--- config.mk ---
export PLATFORM = sky130hd
export DESIGN_NAME = sample_decimator_flat
export DESIGN_NICKNAME = d
export VERILOG_FILES = /design/src/rtl/sample_decimator_pkg.sv /design/src/rtl/sample_decimator_if.sv /design/src/rtl/sample_decimator_fifo.sv /design/src/rtl/sample_decimator.sv /design/src/flat_wrapper.sv
export SDC_FILE = /design/constraint.sdc
export NUM_CORES = 1
export LEC_CHECK = 0
export BUFFER_PORTS_ARGS = -buffer_cell sky130_fd_sc_hd__buf_2
export CAP_MARGIN = 0
export CORE_MARGIN = 4
export CORE_UTILIZATION = 26
export CTS_CLUSTER_DIAMETER = 50
export DETAILED_ROUTE_END_ITERATION = 10
export PLACE_DENSITY_LB_ADDON = 0.1
export SLEW_MARGIN = 20
export SYNTH_ARGS = -nofsm -noshare
export SYNTH_HDL_FRONTEND = slang
export SYNTH_SLANG_ARGS = --single-unit
--- constraint.sdc ---
create_clock -name clk_in -period 2.2 [get_ports clk_in]
set_input_delay 0.33 -clock clk_in [delete_from_list [all_inputs] [get_ports clk_in]]
set_output_delay 0.33 -clock clk_in [all_outputs]
set_load 0.02 [all_outputs]
--- src/rtl/sample_decimator_pkg.sv ---
// sample_decimator_pkg
//   Shared constants and helpers for the sample decimator slice.
//   DEF_DATA_W / DEF_FIFO_DEPTH : default AD word width and FIFO depth.
//   ACC_EXTRA_W / ACC_W         : averaging accumulator headroom and width.
//   lvl_width()                 : width of a 0..depth occupancy count.
package sample_decimator_pkg;
   localparam int DEF_DATA_W     = 12;
   localparam int DEF_FIFO_DEPTH = 8;
   localparam int ACC_EXTRA_W    = 7;
   localparam int ACC_W          = DEF_DATA_W + ACC_EXTRA_W;

   function automatic int lvl_width(input int depth);
      return $clog2(depth) + 1;
   endfunction
endpackage

--- src/rtl/sample_decimator_if.sv ---
// sample_decimator_if
//   Valid/ready output stream from the decimator to the demodulator.
//   out_data  : FIFO head word
//   out_valid : head word present
//   out_ready : consumer takes out_data this cycle
//   master = producer (decimator), slave = consumer.
interface sample_decimator_if
   import sample_decimator_pkg::*;
#(
   parameter int DATA_W = DEF_DATA_W
) ();
   logic [DATA_W-1:0] out_data;
   logic              out_valid;
   logic              out_ready;

   modport master (output out_data, output out_valid, input out_ready);
   modport slave  (input out_data, input out_valid, output out_ready);
endinterface

--- src/rtl/sample_decimator_fifo.sv ---
// sync_fifo_fwft
//   Reusable single-clock first-word-fall-through FIFO, async active-low reset.
//   i_clk, i_rst_n : clock / reset
//   i_push, i_wdata: write request and data (ignored when full unless popping)
//   i_pop          : read request (ignored when empty)
//   o_rdata        : head word, valid whenever o_empty is low
//   o_full, o_empty, o_level : registered occupancy status
module sync_fifo_fwft
   import sample_decimator_pkg::*;
#(
   parameter int DEPTH = DEF_FIFO_DEPTH,
   parameter int WIDTH = DEF_DATA_W,
   parameter int LVL_W = lvl_width(DEPTH)
) (
   input  logic             i_clk,
   input  logic             i_rst_n,
   input  logic             i_push,
   input  logic [WIDTH-1:0] i_wdata,
   input  logic             i_pop,
   output logic [WIDTH-1:0] o_rdata,
   output logic             o_full,
   output logic             o_empty,
   output logic [LVL_W-1:0] o_level
);
   localparam int PTR_W = $clog2(DEPTH);

   logic [WIDTH-1:0] r_mem [DEPTH];
   logic [PTR_W-1:0] r_wr_ptr;
   logic [PTR_W-1:0] r_rd_ptr;
   logic [LVL_W-1:0] r_level;
   logic             w_pop;
   logic             w_push;

   assign o_empty = (r_level == '0);
   assign o_full  = (r_level == LVL_W'(DEPTH));
   assign o_level = r_level;
   assign o_rdata = r_mem[r_rd_ptr];

   assign w_pop  = i_pop & ~o_empty;
   // When full, a same-cycle pop frees the head slot that wr_ptr points at.
   assign w_push = i_push & (~o_full | w_pop);

   // DEPTH is a power of two, so pointers wrap by natural overflow.
   always_ff @(posedge i_clk or negedge i_rst_n) begin
      if (!i_rst_n) begin
         for (int unsigned i = 0; i < DEPTH; i++) r_mem[i] <= '0;
         r_wr_ptr <= '0;
         r_rd_ptr <= '0;
         r_level  <= '0;
      end else begin
         if (w_push) begin
            r_mem[r_wr_ptr] <= i_wdata;
            r_wr_ptr        <= r_wr_ptr + 1'b1;
         end
         if (w_pop) r_rd_ptr <= r_rd_ptr + 1'b1;
         case ({w_push, w_pop})
            2'b10:   r_level <= r_level + 1'b1;
            2'b01:   r_level <= r_level - 1'b1;
            default: r_level <= r_level;
         endcase
      end
   end
endmodule

--- src/rtl/sample_decimator.sv ---
// sample_decimator
//   Turns rising edges of the rate-generator sample clock into capture strobes,
//   captures one AD word per strobe into an output FWFT FIFO.
//   clk_in, RST_n : sole clock, async active-low reset
//   en            : capture enable (FIFO keeps draining while low)
//   clk_sample    : sample clock, synchronous to clk_in
//   ad_data       : AD word, valid every cycle
//   out_if        : valid/ready output stream (master)
//   fifo_level    : stored entries 0..FIFO_DEPTH
//   overflow      : sticky, a capture was dropped; cleared by clr_ovf
//   Optional macro SAMPLE_DECIMATOR_AVG_EN adds avg_shift / short_win and
//   boxcar averaging of 2^avg_shift samples between strobes.
module sample_decimator
   import sample_decimator_pkg::*;
#(
   parameter int DATA_W     = DEF_DATA_W,
   parameter int FIFO_DEPTH = DEF_FIFO_DEPTH,
   parameter int LVL_W      = lvl_width(FIFO_DEPTH)
) (
   input  logic                 clk_in,
   input  logic                 RST_n,
   input  logic                 en,
   input  logic                 clk_sample,
   input  logic [DATA_W-1:0]    ad_data,
   sample_decimator_if.master   out_if,
   output logic [LVL_W-1:0]     fifo_level,
   output logic                 overflow,
   input  logic                 clr_ovf
`ifdef SAMPLE_DECIMATOR_AVG_EN
   ,
   input  logic [2:0]           avg_shift,
   output logic                 short_win
`endif
);
   logic              r_clk_sample_d;
   logic              r_overflow;
   logic              w_strobe;
   logic              w_full;
   logic              w_empty;
   logic              w_drop;
   logic [DATA_W-1:0] w_push_data;

   // Reset high so a clk_sample already high at reset release is not an edge.
   always_ff @(posedge clk_in or negedge RST_n) begin
      if (!RST_n) r_clk_sample_d <= 1'b1;
      else        r_clk_sample_d <= clk_sample;
   end

   assign w_strobe = clk_sample & ~r_clk_sample_d & en;
   // Full implies non-empty, so out_ready alone decides whether a pop frees space.
   assign w_drop   = w_strobe & w_full & ~out_if.out_ready;

   always_ff @(posedge clk_in or negedge RST_n) begin
      if (!RST_n)       r_overflow <= 1'b0;
      else if (w_drop)  r_overflow <= 1'b1;
      else if (clr_ovf) r_overflow <= 1'b0;
   end

   assign overflow = r_overflow;

`ifdef SAMPLE_DECIMATOR_AVG_EN
   localparam int AW = DATA_W + ACC_EXTRA_W;

   logic [AW-1:0] r_acc;
   logic [7:0]    r_cnt;
   logic          r_short_win;
   logic [7:0]    w_win;
   logic          w_win_full;

   assign w_win      = 8'd1 << avg_shift;
   assign w_win_full = (r_cnt >= w_win);

   // Window restarts at each strobe and holds once 2^avg_shift samples are in.
   always_ff @(posedge clk_in or negedge RST_n) begin
      if (!RST_n) begin
         r_acc <= '0;
         r_cnt <= '0;
      end else if (!en || w_strobe) begin
         r_acc <= '0;
         r_cnt <= '0;
      end else if (r_cnt < w_win) begin
         r_acc <= r_acc + AW'(ad_data);
         r_cnt <= r_cnt + 8'd1;
      end
   end

   always_ff @(posedge clk_in or negedge RST_n) begin
      if (!RST_n)                      r_short_win <= 1'b0;
      else if (w_strobe & ~w_win_full) r_short_win <= 1'b1;
      else if (clr_ovf)                r_short_win <= 1'b0;
   end

   assign short_win   = r_short_win;
   assign w_push_data = w_win_full ? DATA_W'(r_acc >> avg_shift) : ad_data;
`else
   assign w_push_data = ad_data;
`endif

   sync_fifo_fwft #(
      .DEPTH (FIFO_DEPTH),
      .WIDTH (DATA_W),
      .LVL_W (LVL_W)
   ) u_fifo (
      .i_clk   (clk_in),
      .i_rst_n (RST_n),
      .i_push  (w_strobe),
      .i_wdata (w_push_data),
      .i_pop   (out_if.out_ready),
      .o_rdata (out_if.out_data),
      .o_full  (w_full),
      .o_empty (w_empty),
      .o_level (fifo_level)
   );

   assign out_if.out_valid = ~w_empty;
endmodule
--- src/flat_wrapper.sv ---
// flat-port wrapper written by rule: the top's interface ports become plain ports
module sample_decimator_flat import sample_decimator_pkg::*;
#(
   parameter int DATA_W     = DEF_DATA_W,
   parameter int FIFO_DEPTH = DEF_FIFO_DEPTH,
   parameter int LVL_W      = lvl_width(FIFO_DEPTH)
)
  (clk_in, RST_n, en, clk_sample, ad_data, fifo_level, overflow, clr_ovf, out_if_out_data, out_if_out_valid, out_if_out_ready);
  sample_decimator_if #(.DATA_W(DATA_W)) out_if_i ();
  input  logic clk_in;
  input  logic RST_n;
  input  logic en;
  input  logic clk_sample;
  input  logic [DATA_W-1:0] ad_data;
  output logic [LVL_W-1:0] fifo_level;
  output logic overflow;
  input  logic clr_ovf;
  output wire logic [$bits(out_if_i.out_data)-1:0] out_if_out_data;
  output wire logic [$bits(out_if_i.out_valid)-1:0] out_if_out_valid;
  input wire logic [$bits(out_if_i.out_ready)-1:0] out_if_out_ready;
  assign out_if_out_data = out_if_i.out_data;
  assign out_if_out_valid = out_if_i.out_valid;
  assign out_if_i.out_ready = out_if_out_ready;
  sample_decimator #(.DATA_W(DATA_W), .FIFO_DEPTH(FIFO_DEPTH), .LVL_W(LVL_W)) u_core (.clk_in(clk_in), .RST_n(RST_n), .en(en), .clk_sample(clk_sample), .ad_data(ad_data), .out_if(out_if_i), .fifo_level(fifo_level), .overflow(overflow), .clr_ovf(clr_ovf));
endmodule
==> impl_metrics.env, run 1 <==
export IMPL_drv_slew=0
export IMPL_area_delta_synth_final_pct=21.2
export IMPL_grt_antenna_before_repair=0
export IMPL_clockRootBuffer="clkbuf_16"
export IMPL_crit_path_start_kind="register"
export IMPL_grt_pass1_wl_um=18500
export IMPL_wirelength_um=11600
export IMPL_first_pass_iters=4
export IMPL_hpwl_um=7300
export IMPL_core_sq_mm=0.0188
export IMPL_power_leakage_nw=2.78
export IMPL_worstPathRequired_ns=1.87
export IMPL_synth_area_per_cell_sq_um=16.2
export IMPL_ys_seq_area_frac=0.543
export IMPL_yosys_warnings=0
export IMPL_synth_nets=330
export IMPL_grt_ovfl_total=0
export IMPL_final_layout_size_suffix_gt1_frac=0.611
export IMPL_netlist_instances=307
export IMPL_drc_errors=0
export IMPL_vias=2742
export IMPL_die_y_um=146
export IMPL_cts_clk_slew_worst_paths_ns=0.08
export IMPL_htreeDepth=3
export IMPL_critPathMaxFanout=7
export IMPL_critical_path_arrival_ns=1.93
export IMPL_fin_worst_skew_ns=0.00872
export IMPL_hold_class="in2reg"
export IMPL_rsz0062_at_grt="true"
export IMPL_finalCritPeriodShare=1.03
export IMPL_dieArea_sq_mm=0.0214
export IMPL_pwr_share_comb=0.414
export IMPL_finalNonFillerCells=599
export IMPL_cap_violations=0
export IMPL_drt_iter0_drc=85
export IMPL_diodes=0
export IMPL_row_count=50
export IMPL_cts_made_buffers=9
export IMPL_endpoint_kind="output port"
export IMPL_seqCellArea_sq_mm=0.00271
export IMPL_finalHoldViolations=0
export IMPL_status="complete, but fails checks"
export IMPL_relSlewSlack=0.753
export IMPL_wl_per_cell_um=19.3
export IMPL_dp_cells=578
export IMPL_nFillCells=1856
export IMPL_r2r_end="u_core.u_fifo.o_level[2]$_DFFE_PN0P_"
export IMPL_clock_fmax_mhz=442
export IMPL_multi_input_area_sq_mm=0.00222
export IMPL_nets=383
export IMPL_synth_largest_area_cell="dfrtp_1"
export IMPL_r2r_slack_ns=0.15
export IMPL_p_int_w=0.00617
export IMPL_ant_nets=0
export IMPL_p_per_area_mw_per_mm2=1490
export IMPL_ios=36
export IMPL_yosys_area_top_type_share=0.537
export IMPL_grt_pass1_vias=3010
export IMPL_tns_ns=-0.520
export IMPL_ir_worst_vdd_mv=0.576
export IMPL_worstSetupEndpoint="out_if_out_data[0]"
export IMPL_ys_ff_latch=108
export IMPL_synth_area_sq_mm=0.00498
export IMPL_clk_latency_ns=0.35
export IMPL_p_switching_w=0.00280
export IMPL_period_needed_ns=2.26
export IMPL_cts_tree="done"
export IMPL_mostFrequentLayoutCell="dfrtp_1"
export IMPL_vias_per_cell=4.58
export IMPL_grt_max_degree=48
export IMPL_finalSetupViolCount=12
export IMPL_initial_utilization=0.266
export IMPL_port_buffers=35
export IMPL_startpoint="u_core.u_fifo.r_rd_ptr[0]$_DFFE_PN0P_"
export IMPL_clk_path_buf_depth=2
export IMPL_place_gp_congestion=0.662
export IMPL_fin_ws_ns=-0.0616
export IMPL_worstMarginPinSlew_ns=0.370
export IMPL_p_seq_frac=0.383
export IMPL_ys_top_cells_by_area="dfrtp_1 54%, mux2_2 22%, mux4_2 11%"
export IMPL_track_usage=0.114
export IMPL_die_width_um=146
export IMPL_whs_ns=0.0793
export IMPL_r2r_cells=10
export IMPL_final_cell_mix="102 x dfrtp_1, 92 x mux2_2, 27 x buf_2"
export IMPL_timing_rr_start="u_core.r_clk_sample_d$_DFF_PN1_"
export IMPL_clkSinkCount=108
export IMPL_crit_type="reg2out"
export IMPL_swShare=0.313
export IMPL_power_frac_clock=0.203
export IMPL_synthDistinctLibCells=29
export IMPL_failed_checks="negative setup slack"
## worst max-delay path, stage by stage, from the launching register on
cell and delay [ns]:
dfrtp_2 0.44, buf_6 0.18, mux4_2 0.51, mux2_2 0.28, buf_2 0.16
## power groups by stage
stage | Combinational (W) | Clock, W | Sequential [W]
2_1_floorplan | 0.00253 | 0 | 0.00330
3_3_place_gp | 0.00339 | 0 | 0.00346
3_5_place_dp | 0.00342 | 0 | 0.00348
4_1_cts | 0.00384 | 0.00191 | 0.00344
5_1_grt | 0.00401 | 0.00197 | 0.00356
6_report | 0.00372 | 0.00182 | 0.00344
## what timing repair did
action / 4_1_cts / 5_1_grt
gates resized for setup: 22 / 3
cloned: 1 / 0
setup buffers: 2 / 2
endpoints found under the hold margin: 20 / 0
hold buffers: 1 / 0
pin swaps: 0 / 1
setup endpoints to repair: 12 / 13
## kinds of logic (layout without fill, tap and decap cells)
| group | Yosys count | count (layout) | share of synthesized area |
|---|---|---|---|
| compound gates | 5 | 5 | 0.00854 |
| xor+xnor | 9 | 9 | 0.0158 |
| fa+ha+maj | 5 | 5 | 0.0126 |
| buf+inv | 20 | 78 | 0.0191 |
| flops | 108 | 108 | 0.543 |
| mux | 135 | 135 | 0.368 |
| simple gates | 25 | 25 | 0.0334 |
## worst min-delay path by stage
stage	depth (start not counted)	endpoint	start	slack [ns]
6_report	1	u_core.r_clk_sample_d$_DFF_PN1_	clk_sample	0.08
3_3_place_gp	1	u_core.u_fifo.o_level[1]$_DFFE_PN0P_	RST_n	0.28
2_1_floorplan	0	u_core.overflow$_DFFE_PN0P_	RST_n	0.03
3_5_place_dp	1	u_core.u_fifo.o_level[2]$_DFFE_PN0P_	RST_n	0.28
5_1_grt	1	u_core.r_clk_sample_d$_DFF_PN1_	clk_sample	0.06
4_1_cts	1	u_core.r_clk_sample_d$_DFF_PN1_	clk_sample	0.06
## per-layer routing
| metal | GRT usage | share of wire | vias to the layer above | wire (um) |
|---|---|---|---|---|
| met3 | 0.0310 | 0.032 | 7 | 368 |
| li1 | - | - | 1253 | - |
| met1 | 0.154 | 0.47 | 1451 | 5460 |
| met4 | 0.0296 | 0.0098 | 0 | 113 |
| met2 | 0.181 | 0.49 | 31 | 5630 |
| met5 | 0 | 0 | - | 0 |
## through the flow
step / total power, W / cell area [sq um] / util / setup WS, ns
global placement: 0.00685 / 5580 / 0.297 / 0.132
global route: 0.00954 / 6040 / 0.322 / -0.143
floorplan: 0.00584 / 4990 / - / 0.0121
CTS: 0.00919 / 6050 / 0.322 / -0.150
detailed placement: 0.00689 / 5580 / 0.297 / 0.0956
finish: 0.00897 / 6040 / 0.322 / -0.0616
## state kept, by name (all words and copies together) (netlist names)
signal and count:
u_core.u_fifo.r_mem 96, u_core.u_fifo.r_wr_ptr 3, u_core.u_fifo.r_rd_ptr 3, u_core.u_fifo.o_level 4, u_core.overflow 1, u_core.r_clk_sample_d 1
## synth_stat cells
library cell,number
dfrtp_1,107
mux2_2,98
mux4_2,24
mux2_4,12
buf_1,7
clkbuf_1,6
nand2_1,6
ha_1,5
xnor2_1,5
xor2_1,4
nand3_1,3
nand3b_1,3
nand4b_1,3
nor2_1,3
a21oi_1,2
buf_2,2
buf_6,2
inv_1,2
nor2_2,2
or4b_4,2
a31oi_4,1
and4bb_2,1
dfstp_2,1
inv_4,1
mux2i_1,1
nand4_1,1
nor4bb_1,1
o21ai_0,1
o22ai_1,1
## final cells by class
class                      instances  area share
clock buffer                      11      0.0418
clock inverter                     5      0.0137
inverter                           3     0.00228
multi-input combinational        179       0.367
sequential                       108       0.449
tap                              234      0.0485
timing repair buffer              59      0.0779
(Power assumes the default switching activity.)
==> inputs of run 2 (changes only) <==
ABC_AREA = 1   (was unset)
==> impl_metrics.env, run 2 <==
export IMPL_first_pass_iters=5
export IMPL_hp_start="clk_sample"
export IMPL_synthArstFlopShare=1.00
export IMPL_power_leakage_nw=2.85
export IMPL_grt_pass1_vias=4038
export IMPL_mostFrequentLayoutCell="nand2_1"
export IMPL_synth_simple_area_share=0.202
export IMPL_hpwl_um=8430
export IMPL_ys_ff_latch=108
export IMPL_fin_util=0.301
export IMPL_diodes=0
export IMPL_clk_path_buf_depth=2
export IMPL_synth_xor_area_share=0.0119
export IMPL_core_sq_mm=0.0195
export IMPL_final_cell_mix="156 x nand2_1, 104 x dfrtp_1, 88 x o21ai_1"
export IMPL_synth_compound_area_frac=0.180
export IMPL_drv_slew=0
export IMPL_holdPathEnd="u_core.r_clk_sample_d$_DFF_PN1_"
export IMPL_pwr_share_comb=0.438
export IMPL_final_layout_size_suffix_gt1_frac=0.150
export IMPL_endpoint_kind="output port"
export IMPL_p_per_area_mw_per_mm2=1520
export IMPL_synth_edff_count=0
export IMPL_crit_path_start_kind="register"
export IMPL_yosys_area_top_type_share=0.518
export IMPL_met1_usage=0.194
export IMPL_initial_utilization=0.265
export IMPL_die_width_um=149
export IMPL_dieArea_sq_mm=0.0222
export IMPL_crit_type="reg2out"
export IMPL_grt_ovfl_total=0
export IMPL_finalCritPeriodShare=0.946
export IMPL_grt_antenna_before_repair=0
export IMPL_synthDistinctLibCells=24
export IMPL_status="finished, final reports clean"
export IMPL_worstPathRequired_ns=1.87
export IMPL_synth_area_per_cell_sq_um=8.49
export IMPL_clock_fmax_mhz=480
export IMPL_path_cells="inv_1, buf_8, nor2_1, o21ai_0, nand2_1, nand2_1, buf_2"
export IMPL_grt_pass1_wl_um=23000
export IMPL_top_register="u_core.u_fifo.r_mem"
export IMPL_synthFlopType="dfrtp_1"
export IMPL_fin_worst_skew_ns=0.00691
export IMPL_grt_busiest_layer="met2"
export IMPL_tns_ns=0
export IMPL_drc_errors=0
export IMPL_drt_iter0_drc=308
export IMPL_ys_top_cells_by_area="dfrtp_1 52%, nand2_1 11%, o21ai_1 8.3%"
export IMPL_ys_seq_area_frac=0.523
export IMPL_cap_violations=0
export IMPL_synth_top_family_by_area="simple AND/OR/NAND/NOR gates"
export IMPL_synth_area_mux_share=0
export IMPL_p_int_w=0.00520
export IMPL_yosysMostFrequentCell="nand2_1"
export IMPL_r2r_cells=11
export IMPL_clk_latency_ns=0.35
export IMPL_synthAdderAreaFrac=0.0121
export IMPL_min_path_cells=1
export IMPL_area_delta_synth_final_pct=13.5
export IMPL_r2r_end="u_core.u_fifo.o_level[2]$_DFFE_PN0P_"
export IMPL_period_needed_ns=2.08
export IMPL_synth_top_cells_by_count="156 x nand2_1, 107 x dfrtp_1, 86 x o21ai_1, 85 x nor2_1, 68 x o21ai_0"
export IMPL_use_met3=0.0161
export IMPL_netlist_instances=609
export IMPL_wirelength_um=13900
export IMPL_vias_per_cell=4.44
export IMPL_track_usage=0.132
export IMPL_crit_path_max_incr_delay_ns=0.45
export IMPL_critPathMaxFanout=25
export IMPL_relSlewSlack=0.736
export IMPL_clockRootBuffer="clkbuf_16"
export IMPL_ir_worst_vdd_mv=0.405
export IMPL_port_buffers=35
export IMPL_die_y_um=149
export IMPL_rsz0062_at_grt="true"
export IMPL_timing_rr_start="u_core.u_fifo.o_level[1]$_DFFE_PN0P_"
export IMPL_globalRouteMet2Util=0.200
export IMPL_grt_max_degree=55
export IMPL_wl_per_cell_um=15.3
export IMPL_placedInstanceArea_sq_mm=0.00554
export IMPL_yosys_warnings=0
export IMPL_finalHoldViolations=0
export IMPL_row_count=51
export IMPL_crit_path_frequent_cell="nand2_1"
export IMPL_p_switching_w=0.00372
export IMPL_worstMarginPinSlew_ns=0.396
export IMPL_cts_tree="done"
export IMPL_place_gp_congestion=0.787
export IMPL_slowest_stage="dfrtp_2"
export IMPL_synth_largest_area_cell="dfrtp_1"
export IMPL_power_frac_clock=0.179
export IMPL_r2r_slack_ns=0.18
export IMPL_critical_path_arrival_ns=1.75
export IMPL_p_seq_frac=0.384
export IMPL_htreeDepth=3
export IMPL_nets=657
export IMPL_cts_clk_slew_worst_paths_ns=0.07
export IMPL_ant_nets=0
export IMPL_synth_nets=632
export IMPL_synth_area_sq_mm=0.00517
export IMPL_ios=36
export IMPL_nFillCells=2140
export IMPL_clkSinkCount=108
export IMPL_finalSetupViolCount=0
export IMPL_fin_area_sq_mm=0.00587
export IMPL_swShare=0.417
export IMPL_whs_ns=0.0889
export IMPL_vias=4014
export IMPL_cts_made_buffers=9
export IMPL_largest_reg_flops=96
export IMPL_hold_class="in2reg"
run 2: changes by cell type after synthesis, sizes merged, moves of 3 or more:
cell and delta:
mux2 -110, xnor2 -3, nand3b -3, buf +15, o21ai +170, mux4 -24, inv +24, nor2 +81
nand2 +159, nand4b -3
run 2: power by group through the flow:
stage | clock [W] | combinational (W) | sequential, W
floorplan | 0 | 0.00275 | 0.00336
finish | 0.00159 | 0.00391 | 0.00342
detailed placement | 0 | 0.00393 | 0.00344
CTS | 0.00166 | 0.00396 | 0.00341
global route | 0.00174 | 0.00450 | 0.00354
global placement | 0 | 0.00391 | 0.00341
run 2: area by class of cell:
type / count / area, sq um / area share
Sequential cell: 108 / 2710 / 0.461
Multi-Input combinational cell: 441 / 2110 / 0.359
Tap cell: 265 / 332 / 0.0565
Timing Repair Buffer: 47 / 327 / 0.0556
Clock buffer: 13 / 270 / 0.0460
Inverter: 27 / 109 / 0.0185
Clock inverter: 3 / 20.0 / 0.00341
run 2: worst max-delay path by stage:
stage | from | endpoint
4_1_cts | u_core.u_fifo.r_rd_ptr[0]$_DFFE_PN0P_ | out_if_out_data[5]
5_1_grt | u_core.u_fifo.r_rd_ptr[0]$_DFFE_PN0P_ | out_if_out_data[4]
6_report | u_core.u_fifo.r_rd_ptr[0]$_DFFE_PN0P_ | out_if_out_data[4]
3_5_place_dp | u_core.u_fifo.o_level[1]$_DFFE_PN0P_ | u_core.u_fifo.o_level[2]$_DFFE_PN0P_
2_1_floorplan | u_core.u_fifo.o_level[1]$_DFFE_PN0P_ | u_core.u_fifo.o_level[2]$_DFFE_PN0P_
3_3_place_gp | u_core.u_fifo.o_level[1]$_DFFE_PN0P_ | u_core.u_fifo.o_level[2]$_DFFE_PN0P_
run 2: critical path: cells and delay by family (launching register included):
family	cells	cell delay (ns)
compound gates	1	0.18
buf+inv	3	0.53
simple gates	3	0.23
flops	1	0.45
run 2: metal layers:
layer / up-vias / share of wire
met5: - / 0
met4: 0 / 0.016
li1: 2024 / -
met2: 49 / 0.45
met1: 1926 / 0.52
met3: 15 / 0.020
run 2: cells by family after synthesis:
kind of cell,Yosys count
and+or+nand+nor,256
adders and majority gates,5
buffers and inverters,60
DFF,108
xor gates and xnor gates,7
AOI/OAI and AO/OA,173
run 2: what timing repair did:
item	CTS	global route
setup buffers	0	0
pin swaps	0	0
hold buffers	1	0
hold endpoints to repair	16	0
gates resized for setup	2	10
endpoints found under the setup margin	2	9
run 2: per-stage QoR:
stage          instances  setup slack (ns)  total power (W)
2_1_floorplan        609             0.136          0.00612
3_3_place_gp         887             0.254          0.00733
3_5_place_dp         887             0.178          0.00737
4_1_cts              904           0.00791          0.00904
5_1_grt              904           -0.0270          0.00978
6_report             904             0.118          0.00892
==> inputs of run 3 (changes only) <==
PLACE_DENSITY = 0.51   (was unset)
PLACE_DENSITY_LB_ADDON = unset   (was 0.1)
==> impl_metrics.env, run 3 (same netlist as run 2, synthesis figures left out) <==
export IMPL_post_place_ws_ns=0.218
export IMPL_cts_made_buffers=9
export IMPL_place_gp_congestion=0.732
export IMPL_dieArea_sq_mm=0.0222
export IMPL_drv_slew=0
export IMPL_clock_fmax_mhz=468
export IMPL_clk_latency_ns=0.35
export IMPL_initial_utilization=0.265
export IMPL_htreeDepth=3
export IMPL_finalCritPeriodShare=0.970
export IMPL_grt_ovfl_total=0
export IMPL_rsz0062_at_grt="true"
export IMPL_hold_class="in2reg"
export IMPL_grt_pass1_wl_um=21000
export IMPL_port_buffers=35
export IMPL_first_pass_iters=5
export IMPL_cp_num_buf_inv=4
export IMPL_crit_path_start_kind="register"
export IMPL_cts_tree="done"
export IMPL_drc_errors=0
export IMPL_top_register="u_core.u_fifo.r_mem"
export IMPL_fin_area_sq_mm=0.00605
export IMPL_crit_type="reg2out"
export IMPL_core_sq_mm=0.0195
export IMPL_grt_antenna_before_repair=0
export IMPL_final_cell_mix="152 x nand2_1, 105 x dfrtp_1, 102 x o21ai_1"
export IMPL_nets=662
export IMPL_dp_cells=884
export IMPL_final_layout_size_suffix_gt1_frac=0.169
export IMPL_p_total_w=0.00949
export IMPL_clockRootBuffer="clkbuf_16"
export IMPL_row_count=51
export IMPL_track_usage=0.120
export IMPL_diodes=0
export IMPL_critical_path_arrival_ns=1.81
export IMPL_die_width_um=149
export IMPL_ant_nets=0
export IMPL_clkSinkCount=108
export IMPL_critPathMaxFanout=10
export IMPL_finalSetupViolCount=0
export IMPL_power_leakage_nw=2.92
export IMPL_clk_path_buf_depth=2
export IMPL_status="finished, final reports clean"
export IMPL_area_delta_synth_final_pct=16.9
export IMPL_path_cells="clkinvlp_4, buf_12, buf_6, nor2_1, o21ai_1, nand2_1, nand2_2, buf_4"
export IMPL_largest_reg_flops=96
export IMPL_placedInstanceArea_sq_mm=0.00555
export IMPL_ios=36
export IMPL_worstMarginPinSlew_ns=0.600
export IMPL_endpoint_kind="output port"
export IMPL_mostFrequentLayoutCell="nand2_1"
export IMPL_crit_family="buffers and inverters"
export IMPL_fin_worst_skew_ns=0.00624
export IMPL_crit_path_max_incr_delay_ns=0.45
export IMPL_wirelength_um=13400
export IMPL_finalNonFillerCells=909
export IMPL_fin_ws_ns=0.0649
export IMPL_cap_violations=0
export IMPL_wl_per_cell_um=14.7
export IMPL_worstPathRequired_ns=1.87
export IMPL_die_y_um=149
export IMPL_vias=4150
export IMPL_finalHoldViolations=0
export IMPL_vias_per_cell=4.57
export IMPL_period_needed_ns=2.14
export IMPL_relSlewSlack=0.600
export IMPL_ir_worst_vdd_mv=0.735
export IMPL_slowest_stage="dfrtp_2"
export IMPL_cts_clk_slew_worst_paths_ns=0.07
export IMPL_tns_ns=0
export IMPL_p_per_area_mw_per_mm2=1570
export IMPL_grt_max_degree=50
export IMPL_hpwl_um=7600
export IMPL_drt_iter0_drc=303
export IMPL_grt_pass1_vias=3991
-- run 3: cell type report --
class	instances	area [sq um]
Clock buffer	14	284
Clock inverter	2	16.3
Fill cell	2147	13500
Inverter	27	113
Multi-Input combinational cell	441	2140
Sequential cell	108	2710
Tap cell	265	332
Timing Repair Buffer	52	457
-- run 3: per-layer routing --
metal / GRT usage / up-vias / share of wire
met2: 0.188 / 84 / 0.45
li1: - / 2050 / -
met1: 0.168 / 2007 / 0.50
met3: 0.0261 / 9 / 0.041
met5: 0 / - / 0
met4: 0.0366 / 0 / 0.011
-- run 3: worst reg2reg max path, stage by stage (launching register included) --
cell and delay [ns]:
dfrtp_2 0.44, nor2_2 0.15, nand2_1 0.08, nand2_1 0.12, inv_1 0.10, ha_1 0.24
nor2_1 0.11, nor2_1 0.07, ha_1 0.17, a21oi_1 0.14, xor2_1 0.15, o21ai_0 0.08
-- run 3: through the flow --
| step | hold WS (ns) | utilization |
|---|---|---|
| 2_1_floorplan | 0.0344 | - |
| 3_3_place_gp | 0.331 | 0.284 |
| 3_5_place_dp | 0.331 | 0.284 |
| 4_1_cts | 0.0691 | 0.300 |
| 5_1_grt | 0.0681 | 0.310 |
| 6_report | 0.0864 | 0.310 |
-- run 3: power breakdown --
group / internal [W] / leakage, nW / switching (W) / total, W
Clock: 0.000896 / 0.145 / 0.000736 / 0.00163
Sequential: 0.00289 / 1.39 / 0.000545 / 0.00344
Combinational: 0.00177 / 1.38 / 0.00265 / 0.00442
-- run 3: path summary, 6_finish.rpt --
path	start	end	slack, ns	cells past startpoint
hold reg to reg	u_core.u_fifo.r_mem[23]$_DFFE_PN0P_	u_core.u_fifo.r_mem[23]$_DFFE_PN0P_	0.48	2
setup reg to reg	u_core.u_fifo.o_level[1]$_DFFE_PN0P_	u_core.u_fifo.o_level[2]$_DFFE_PN0P_	0.23	11
max in group asynchronous	RST_n	u_core.r_clk_sample_d$_DFF_PN1_	1.08	3
hold / removal	clk_sample	u_core.r_clk_sample_d$_DFF_PN1_	0.09	1
setup / recovery	u_core.u_fifo.r_rd_ptr[0]$_DFFE_PN0P_	out_if_out_data[8]	0.06	8
min in group asynchronous	RST_n	u_core.u_fifo.r_mem[42]$_DFFE_PN0P_	0.47	2
-- run 3: repair_timing --
action	4_1_cts	5_1_grt
gates resized for setup	0	46
buffers inserted	0	4
setup endpoints to repair	0	7
hold buffers	1	0
hold endpoints to repair	32	0
